--- src/rtl/nn_weight_loader.sv ---
// nn_weight_loader: streams exactly ChainLength weight words into the simple_nn scan chain
// and hands back the words displaced from the chain tail on a readback stream.
module nn_weight_loader #(
    parameter  int DataWidth   = 8,
    parameter  int ChainLength = 41,
    localparam int CntWidth    = $clog2(ChainLength + 1)
) (
    input  logic                 clk_i,
    input  logic                 reset_i,
    input  logic                 start_i,
    output logic                 busy_o,
    output logic                 done_o,
    output logic [CntWidth-1:0]  count_o,
    input  logic [DataWidth-1:0] wt_data_i,
    input  logic                 wt_valid_i,
    output logic                 wt_ready_o,
    output logic [DataWidth-1:0] rb_data_o,
    output logic                 rb_valid_o,
    input  logic                 rb_ready_i,
    output logic                 shift_o,
    output logic [DataWidth-1:0] scan_do,
    input  logic [DataWidth-1:0] scan_di
);

    typedef enum logic [1:0] {
        IDLE,
        LOAD,
        DONE
    } state_t;

    localparam logic [CntWidth-1:0] LastCount = CntWidth'(ChainLength - 1);

    state_t state;
    state_t state_next;
    logic   fire;

    // A shift is only allowed when the readback slot is free or being drained this cycle,
    // so a displaced tail word is never overwritten. Reset also blocks a shift in its own cycle.
    assign wt_ready_o = (state == LOAD) && !reset_i && (!rb_valid_o || rb_ready_i);
    assign fire       = wt_valid_i && wt_ready_o;
    assign shift_o    = fire;
    assign scan_do    = wt_data_i;

    always_ff @(posedge clk_i) begin
        if (reset_i) begin
            state <= IDLE;
        end else begin
            state <= state_next;
        end
    end

    always_comb begin
        state_next = state;
        busy_o     = 1'b0;
        done_o     = 1'b0;
        case (state)
            IDLE: begin
                if (start_i) begin
                    state_next = LOAD;
                end
            end
            LOAD: begin
                busy_o = 1'b1;
                if (fire && (count_o == LastCount)) begin
                    state_next = DONE;
                end
            end
            DONE: begin
                done_o     = 1'b1;
                state_next = IDLE;
            end
            default: begin
                state_next = IDLE;
            end
        endcase
    end

    // The count is held after a load so software can read how far it got.
    always_ff @(posedge clk_i) begin
        if (reset_i) begin
            count_o <= '0;
        end else if ((state == IDLE) && start_i) begin
            count_o <= '0;
        end else if (fire) begin
            count_o <= count_o + CntWidth'(1);
        end
    end

    // scan_di is the tail stage before this edge's shift, i.e. the word being pushed out.
    always_ff @(posedge clk_i) begin
        if (reset_i) begin
            rb_valid_o <= 1'b0;
            rb_data_o  <= '0;
        end else if (fire) begin
            rb_valid_o <= 1'b1;
            rb_data_o  <= scan_di;
        end else if (rb_ready_i) begin
            rb_valid_o <= 1'b0;
        end
    end

endmodule

--- config.mk ---
export PLATFORM = sky130hd
export DESIGN_NAME = nn_weight_loader
export DESIGN_NICKNAME = d
export VERILOG_FILES = /design/src/rtl/nn_weight_loader.sv
export SDC_FILE = /design/constraint.sdc
export NUM_CORES = 1
export LEC_CHECK = 0
export CORE_ASPECT_RATIO = 0.7
export CORE_MARGIN = 8
export CORE_UTILIZATION = 37
export DETAILED_ROUTE_END_ITERATION = 8
export HOLD_SLACK_MARGIN = 0.02
export MAX_ROUTING_LAYER = met4
export PLACE_DENSITY_LB_ADDON = 0.15
export SYNTH_ARGS = -nofsm -noshare
export SYNTH_HDL_FRONTEND = slang
export SYNTH_SLANG_ARGS = --single-unit
export TNS_END_PERCENT = 30
--- constraint.sdc ---
create_clock -name clk_i -period 1.3 [get_ports clk_i]
set_clock_uncertainty 0.05 [all_clocks]
set_input_delay 0.26 -clock clk_i [delete_from_list [all_inputs] [get_ports clk_i]]
set_output_delay 0.26 -clock clk_i [all_outputs]
set_load 0.02 [all_outputs]
==> Word-level counts from Yosys, hierarchy flattened <==
Index checks and enable logic that the tools add are counted.
{ "classes": {"add_sub_neg": 1, "eq_ne": 5, "muxes": 7, "reduce_logical": 12} }
{ "op_table": {"columns": ["cell", "n"], "rows": [
  ["adder 6 x 1 -> 6 bit (second input constant)", 1],
  ["equality test 6 bit (second input constant)", 1],
  ["logical AND 1 bit", 5],
  ["two-way mux 1 bit", 4],
  ["two-way mux 2 bit", 2],
  ["one-hot mux 2 bit (2 select lines)", 1],
  ["equality test 2 x 1 -> 1 bit (second input constant)", 1],
  ["equality test 2 bit (second input constant)", 1],
  ["logical NOT 1 bit", 2],
  ["logical NOT 2 bit", 1],
  ["!= test 2 x 1 -> 1 bit (second input constant)", 1],
  ["!= test 2 bit (second input constant)", 1],
  ["AND reduction 2 bit", 1],
  ["nonzero test 2 bit", 1],
  ["OR reduction 2 bit", 1],
  ["logical OR 1 bit", 1]
]} }
{ "word_totals": {"ff_bits": 17, "out_inout_bits": 27, "wordCells": 29} }

==> Depth between registers and ports, before layout <==
Gate-level depths: netlist of run 1.
{ "logic_depth": {"depth_word": 7, "mapped_depth": 5} }

==> Worst setup path after synthesis of run 1 <==
OpenSTA, ideal clock, no wires.
{ "synth_timing": {"path_kind": "register -> output", "from": "register state[0]", "to": "output port wt_ready_o", "arrival_time_ns": 1.143, "required_time_ns": 0.990, "path_slack_ns": -0.153, "path_stages_with_launch": 4, "cell_sequence": "dfxtp_1 -> nor2b_1 -> nand2_1 -> nor2_1"} }
{ "synth_via": {"elab_chain_cells": 3} }
{ "synth_rtl": {"columns": ["item", "line", "rtl"], "rows": [
  ["start: declaration", "33", "state_t state;"],
  ["start signal: assignment", "48", "state <= state_next;"],
  ["equality test 2 x 1 -> 1 bit", "39", "assign wt_ready_o = (state == LOAD) && !reset_i && (!rb_valid_o || rb_ready_i);"],
  ["logical AND 1 bit (2 in a row)", "39", null],
  ["end: declaration", "16", "output logic wt_ready_o,"]
]} }
Every way passes these cells.

==> Worst setup path in the final report of run 1 <==
{ "layout_timing": {"from": "input port wt_valid_i", "to": "output port shift_o"} }
{ "layout_via": {"elab_chain_cells": 1} }
{ "layout_rtl": {"columns": ["item", "line", "rtl"], "rows": [
  ["start: declaration", "15", "input logic wt_valid_i,"],
  ["logical AND 1 bit", "40", "assign fire = wt_valid_i && wt_ready_o;"],
  ["end: declaration", "20", "output logic shift_o,"]
]} }
Every way passes these cells.

==> impl_metrics.json, run 1 <==
{
  "overflow": 0,
  "syn_inst": 97,
  "swShare_pct": 26.9,
  "synth_area_um2": 858,
  "chipHeight_um": 56.3,
  "dp_hpwl_um": 1720,
  "seqPwrFrac_pct": 52.3,
  "grt_max_degree": 19,
  "numCtsBuffers": 3,
  "core_mm2": 0.00217,
  "clkPwrFrac_pct": 27.9,
  "wire_per_inst_um": 14.9,
  "intPower_mw": 0.762,
  "max-clock-path-buffers": 2,
  "relSlewSlack_pct": 84.5,
  "worst_pin_slew_ps": 230,
  "cp-end-kind": "output port",
  "startpoint_type": "primary input",
  "pwr-share-comb_pct": 19.8,
  "dr.pass1.iters": 4,
  "finalSetupViolCount": 5,
  "fmax_mhz": 671,
  "ys_seq_elements": 17,
  "yosysSeqAreaShare_pct": 39.7,
  "cp.arrival_ps": 1180,
  "die_w_um": 73.6,
  "dp.cells": 164,
  "drc_errors": 0,
  "first_iter_violations": 47,
  "antenna_found_initial": 0,
  "critPathBufInv": 2,
  "area_growth_pct": 58.7,
  "yosys.cell_types.count": 28,
  "rows": 14,
  "vias": 829,
  "final-max-slew-violation-count": 0,
  "period_share_pct": 115,
  "dieArea_mm2": 0.00414,
  "synth_nets": 120,
  "min_path_type": "primary input to flop",
  "synth_area_leaders": "dfxtp_1, buf_4, nand3_1",
  "post-route-util_pct": 62.7,
  "routabilityCongestion": 0.846,
  "diodes": 0,
  "postCtsHoldBufs": 0,
  "finalNonFillerCells": 170,
  "root_buffer": "clkbuf_4",
  "yosys_warnings": 0,
  "routed_wl_um": 2540,
  "cap_violations": 0,
  "p_sw_mw": 0.281,
  "rsz0062_at_grt": "true",
  "synth_top_area_share_pct": 39.7,
  "cts.sinks": 17,
  "setup_ws_ps": -191,
  "status": "finished with violations",
  "crit_fanout": 2,
  "vias_per_cell": 4.88,
  "grt_pass1_vias": 782,
  "layout-drive-gt1-share_pct": 47.1,
  "p_leak_nw": 0.583,
  "period_needed_ps": 1490,
  "grt_pass1_wl_um": 3860,
  "cp_slowest_stage_delay_ps": 520,
  "crit_chain": "clkdlybuf4s50_1 > nand4bb_4 > nor2_4 > buf_6",
  "fin_setup_tns_ps": -445,
  "ir_drop_mv": 0.592,
  "synth_top_area_cell": "dfxtp_1",
  "synth_area_per_cell_um2": 8.85,
  "hold_violations": 0,
  "tritoncts": "yes",
  "port_buffers": 31,
  "initial_core_util_pct": 39.5,
  "track_usage_pct": 12.1,
  "htree_levels": 1,
  "path_clk_slew_ps": 100,
  "violations": "negative setup slack",
  "power_density_mw_per_mm2": 765,
  "boundaryPins": 48,
  "critPathKind": "primary input to output port",
  "crit_slowest_cell": "clkdlybuf4s50_1",
  "required_ps": 990,
  "cp_top_family": "buffers and inverters",
  "clk_latency_ps": 290,
  "final_nets": 162,
  "ant_nets": 0
}
[worst min-delay path: stages]
cell	delay, ps
dlymetal6s2s_1	130
buf_6	130
buf_4	130
o21bai_1	70
[cell usage in the layout, fill, tap and decap left out, types with 2 or more instances in the layout]
| master | n |
|---|---|
| buf_4 | 14 |
| inv_1 | 2 |
| clkdlybuf4s50_1 | 10 |
| mux2i_1 | 4 |
| o21ai_1 | 6 |
| nand3_1 | 6 |
| buf_6 | 7 |
| clkbuf_2 | 14 |
| clkbuf_4 | 3 |
| dfxtp_1 | 14 |
| o21ai_2 | 2 |
| nor2_4 | 2 |
| nor2b_4 | 2 |
| ha_1 | 2 |
| nand3_2 | 7 |
| and3_1 | 2 |
| nand3b_1 | 4 |
| nand2b_1 | 9 |
| dfxtp_4 | 3 |
| o21bai_1 | 2 |
| o21ai_0 | 2 |
| nor3_2 | 2 |
[cells in the mapped netlist]
| cell type | count |
|---|---|
| nor2b_1 | 3 |
| or3b_1 | 1 |
| and2_1 | 1 |
| nand2_1 | 2 |
| buf_4 | 9 |
| nor2_1 | 2 |
| nand3_1 | 13 |
| clkbuf_1 | 1 |
| o21ai_0 | 2 |
| buf_6 | 1 |
| and4bb_2 | 1 |
| nor3_1 | 2 |
| nand4bb_1 | 1 |
| o21ai_1 | 8 |
| nand3b_1 | 4 |
| a31oi_1 | 1 |
| nand4_1 | 1 |
| nand2b_1 | 10 |
| dfxtp_1 | 17 |
| and3_1 | 2 |
| or2_1 | 1 |
| mux2i_1 | 4 |
| ha_1 | 2 |
| o21bai_1 | 2 |
| a21oi_1 | 2 |
| or3b_4 | 1 |
| buf_2 | 1 |
| inv_1 | 2 |
[sequential cells by signal, indices dropped and copies added, names as in the netlist]
register	count
rb_valid_o	1
count_o	6
state	2
rb_data_o	8
[path summary, 6_finish.rpt]
check	slack, ps	cells past startpoint	startpoint	end
worst max-delay path	-190	4	wt_valid_i	shift_o
worst min-delay path	400	4	reset_i	rb_valid_o$_SDFFE_PP0P_
worst max register to register	0	4	state[0]$_SDFFE_PP0P_	count_o[5]$_SDFFE_PP0P_
worst min register to register	420	2	rb_data_o[4]$_SDFFE_PP0P_	rb_data_o[4]$_SDFFE_PP0P_
[metal layers]
layer	track usage, %	up-vias	share of wire (%)
met5	-	-	0
met4	2.55	0	0.39
met3	5.49	2	9.6
met2	17.6	27	47
met1	14.8	385	43
li1	-	415	-
[power by group through the flow]
stage	combinational, mW	clock, mW	sequential (mW)
3_5_place_dp	0.188	0	0.558
4_1_cts	0.186	0.301	0.544
3_3_place_gp	0.186	0	0.558
6_report	0.206	0.291	0.545
2_1_floorplan	0.101	0	0.576
5_1_grt	0.220	0.335	0.548
[cell families (layout without fill, tap and decap cells)]
| family | Yosys count | in the layout | synth area share [%] |
|---|---|---|---|
| and+or+nand+nor | 45 | 45 | 32.2 |
| DFF | 17 | 17 | 39.7 |
| AOI/OAI and AO/OA | 15 | 15 | 9.48 |
| buffers and inverters | 14 | 55 | 11.1 |
| muxes | 4 | 4 | 4.66 |
| adders and majority gates | 2 | 2 | 2.91 |
[per-stage QoR]
| stage | area (um^2) | hold WS, ps | setup slack, ps | power (mW) |
|---|---|---|---|---|
| 2_1_floorplan | 868 | 347 | 8.63 | 0.676 |
| 3_3_place_gp | 1250 | 404 | -684 | 0.743 |
| 3_5_place_dp | 1250 | 407 | -710 | 0.746 |
| 4_1_cts | 1300 | 422 | -240 | 1.03 |
| 5_1_grt | 1360 | 397 | -246 | 1.10 |
| 6_report | 1360 | 400 | -191 | 1.04 |
[timing repair]
| action | CTS | global route |
|---|---|---|
| setup buffers | 0 | 3 |
| setup endpoints to repair | 32 | 35 |
| gates resized for setup | 57 | 47 |
| pin swaps | 1 | 8 |
[area by class of cell]
class                           instances  area, um^2
Fill cell                             220         810
Multi-Input combinational cell         66         542
Timing Repair Buffer                   49         395
Sequential cell                        17         352
Tap cell                               32        40.0
Clock buffer                            4        26.3
Inverter                                2        7.51
Power figures use the tool's default switching activity.
==> run 2: changes to the inputs <==
- clock period: 1.3 -> 1.6 ns (I/O delays scaled with it)
==> impl_metrics.json, run 2 (same netlist as run 1, synthesis figures left out) <==
{
  "status": "finished, final reports clean",
  "regMostFlops": "rb_data_o",
  "port_buffers": 31,
  "numCtsBuffers": 3,
  "dpl-instance-area_mm2": 0.00120,
  "period_needed_ps": 1570,
  "post-route-util_pct": 57.9,
  "finalSetupViolCount": 0,
  "crit_slowest_cell": "dfxtp_2",
  "holdPathStages": 3,
  "critPathKind": "flop to output port",
  "place_ws_ps": -514,
  "ant_nets": 0,
  "power_density_mw_per_mm2": 656,
  "rrSetupSlack_ps": 250,
  "final_common_cell": "dlygate4sd2_1",
  "wire_per_inst_um": 14.7,
  "tritoncts": "yes",
  "clk_latency_ps": 290,
  "routed_wl_um": 2400,
  "cp_slowest_stage_delay_ps": 380,
  "final_cell_mix": "dlygate4sd2_1, dfxtp_1, nand3_1",
  "rows": 14,
  "final_nets": 155,
  "crit_chain": "nor2b_2 > buf_4 > clkdlybuf4s15_2",
  "fillers": 222,
  "overflow": 0,
  "relSlewSlack_pct": 84.2,
  "startpoint_type": "flop",
  "antenna_found_initial": 0,
  "rsz0062_at_grt": "true",
  "holdCritStartpoint": "reset_i",
  "max-clock-path-buffers": 2,
  "final-max-slew-violation-count": 0,
  "min_path_type": "primary input to flop",
  "area_growth_pct": 46.6,
  "worstReg2RegEnd": "rb_data_o[7]$_SDFFE_PP0P_",
  "p_leak_nw": 0.581,
  "crit_fanout": 3,
  "grt_pass1_wl_um": 3880,
  "boundaryPins": 48,
  "period_share_pct": 98.2,
  "initial_core_util_pct": 39.5,
  "routabilityCongestion": 0.802,
  "vias_per_cell": 4.82,
  "path_clk_slew_ps": 100,
  "largest_reg_flops": 8,
  "cts.sinks": 17,
  "cap_violations": 0,
  "first_iter_violations": 33,
  "cp-end-kind": "output port",
  "htree_levels": 1,
  "worst_hold_path.endpoint": "rb_valid_o$_SDFFE_PP0P_",
  "cp.arrival_ps": 1200,
  "reg2regPathDepth": 5,
  "dr.pass1.iters": 4,
  "ir_drop_mv": 0.433,
  "vias": 785,
  "design_area_mm2": 0.00126,
  "largest_registers": "rb_data_o x8, count_o x6, state x2",
  "dieArea_mm2": 0.00414,
  "track_usage_pct": 12.0,
  "core_mm2": 0.00217,
  "required_ps": 1230,
  "setup_ws_ps": 28.2,
  "diodes": 0,
  "layout-drive-gt1-share_pct": 19.8,
  "drc_errors": 0,
  "dp_hpwl_um": 1750,
  "root_buffer": "clkbuf_4",
  "worst_pin_slew_ps": 235,
  "grt_pass1_vias": 819,
  "chipHeight_um": 56.3,
  "hold_violations": 0,
  "die_w_um": 73.6,
  "timing.rr.start": "state[1]$_SDFFE_PP0P_",
  "fmax_mhz": 636,
  "grt_max_degree": 19
}
[run 2: cell count changes in the layout (fill, tap and decap cells not counted), moves of 3 or more]
| cell | before | now |
|---|---|---|
| dlygate4sd2_1 | 1 | 16 |
| buf_6 | 7 | 1 |
| clkbuf_2 | 14 | 0 |
| dfxtp_4 | 3 | 0 |
| nand3_2 | 7 | 0 |
| nand3_1 | 6 | 13 |
[run 2: critical path: cells and delay by family (launching register included)]
family | cells | cell delay (ps)
DFF | 1 | 380
and+or+nand+nor | 1 | 170
buffers and inverters | 2 | 350
[run 2: metal layers]
metal  part of all wire, %  vias up  routed length [um]  track usage [%]
met2                    43       31                1040             16.4
li1                      -      398                   -                -
met5                     0        -                   0                -
met1                    48      352                1160             15.2
met4                  0.75        0                  18             2.83
met3                   7.8        4                 187             6.02
[run 2: what timing repair did]
item | CTS | global route
endpoints found under the hold margin | 0 | 0
pin swaps | 0 | 1
setup buffers | 0 | 0
endpoints found under the setup margin | 19 | 6
gates resized for setup | 30 | 13
hold buffers | 0 | 0
[run 2: power breakdown]
part	leakage, nW	switching (mW)	internal (mW)	total, mW
Combinational	0.427	0.0682	0.0788	0.147
Sequential	0.139	0.00986	0.437	0.447
Clock	0.0150	0.135	0.0971	0.232
[run 2: worst max-delay path by stage]
stage | slack [ps] | endpoint | cells after the start | start
2_1_floorplan | 90 | wt_ready_o | 3 | state[0]$_SDFFE_PP0P_
3_3_place_gp | -480 | shift_o | 4 | reset_i
3_5_place_dp | -510 | shift_o | 4 | reset_i
4_1_cts | -70 | shift_o | 4 | reset_i
5_1_grt | -30 | busy_o | 3 | state[0]$_SDFFE_PP0P_
6_report | 30 | busy_o | 3 | state[0]$_SDFFE_PP0P_
[run 2: stage by stage]
step	setup TNS, ps	hold WS (ps)	instances	power, mW
after CTS	-74.3	420	163	0.823
final	0	395	163	0.826
after floorplan	0	407	97	0.547
after detailed placement	-3380	405	159	0.603
after global placement	-3130	400	159	0.601
after global routing	-47.6	402	163	0.868
[run 2: area by class of cell]
type	instances	area (um^2)	area share, %
sequential	17	343	27.2
clock buffer	4	26.3	2.09
tap	32	40.0	3.18
multi-input combinational	66	464	36.9
timing repair buffer	42	378	30.0
inverter	2	7.51	0.596
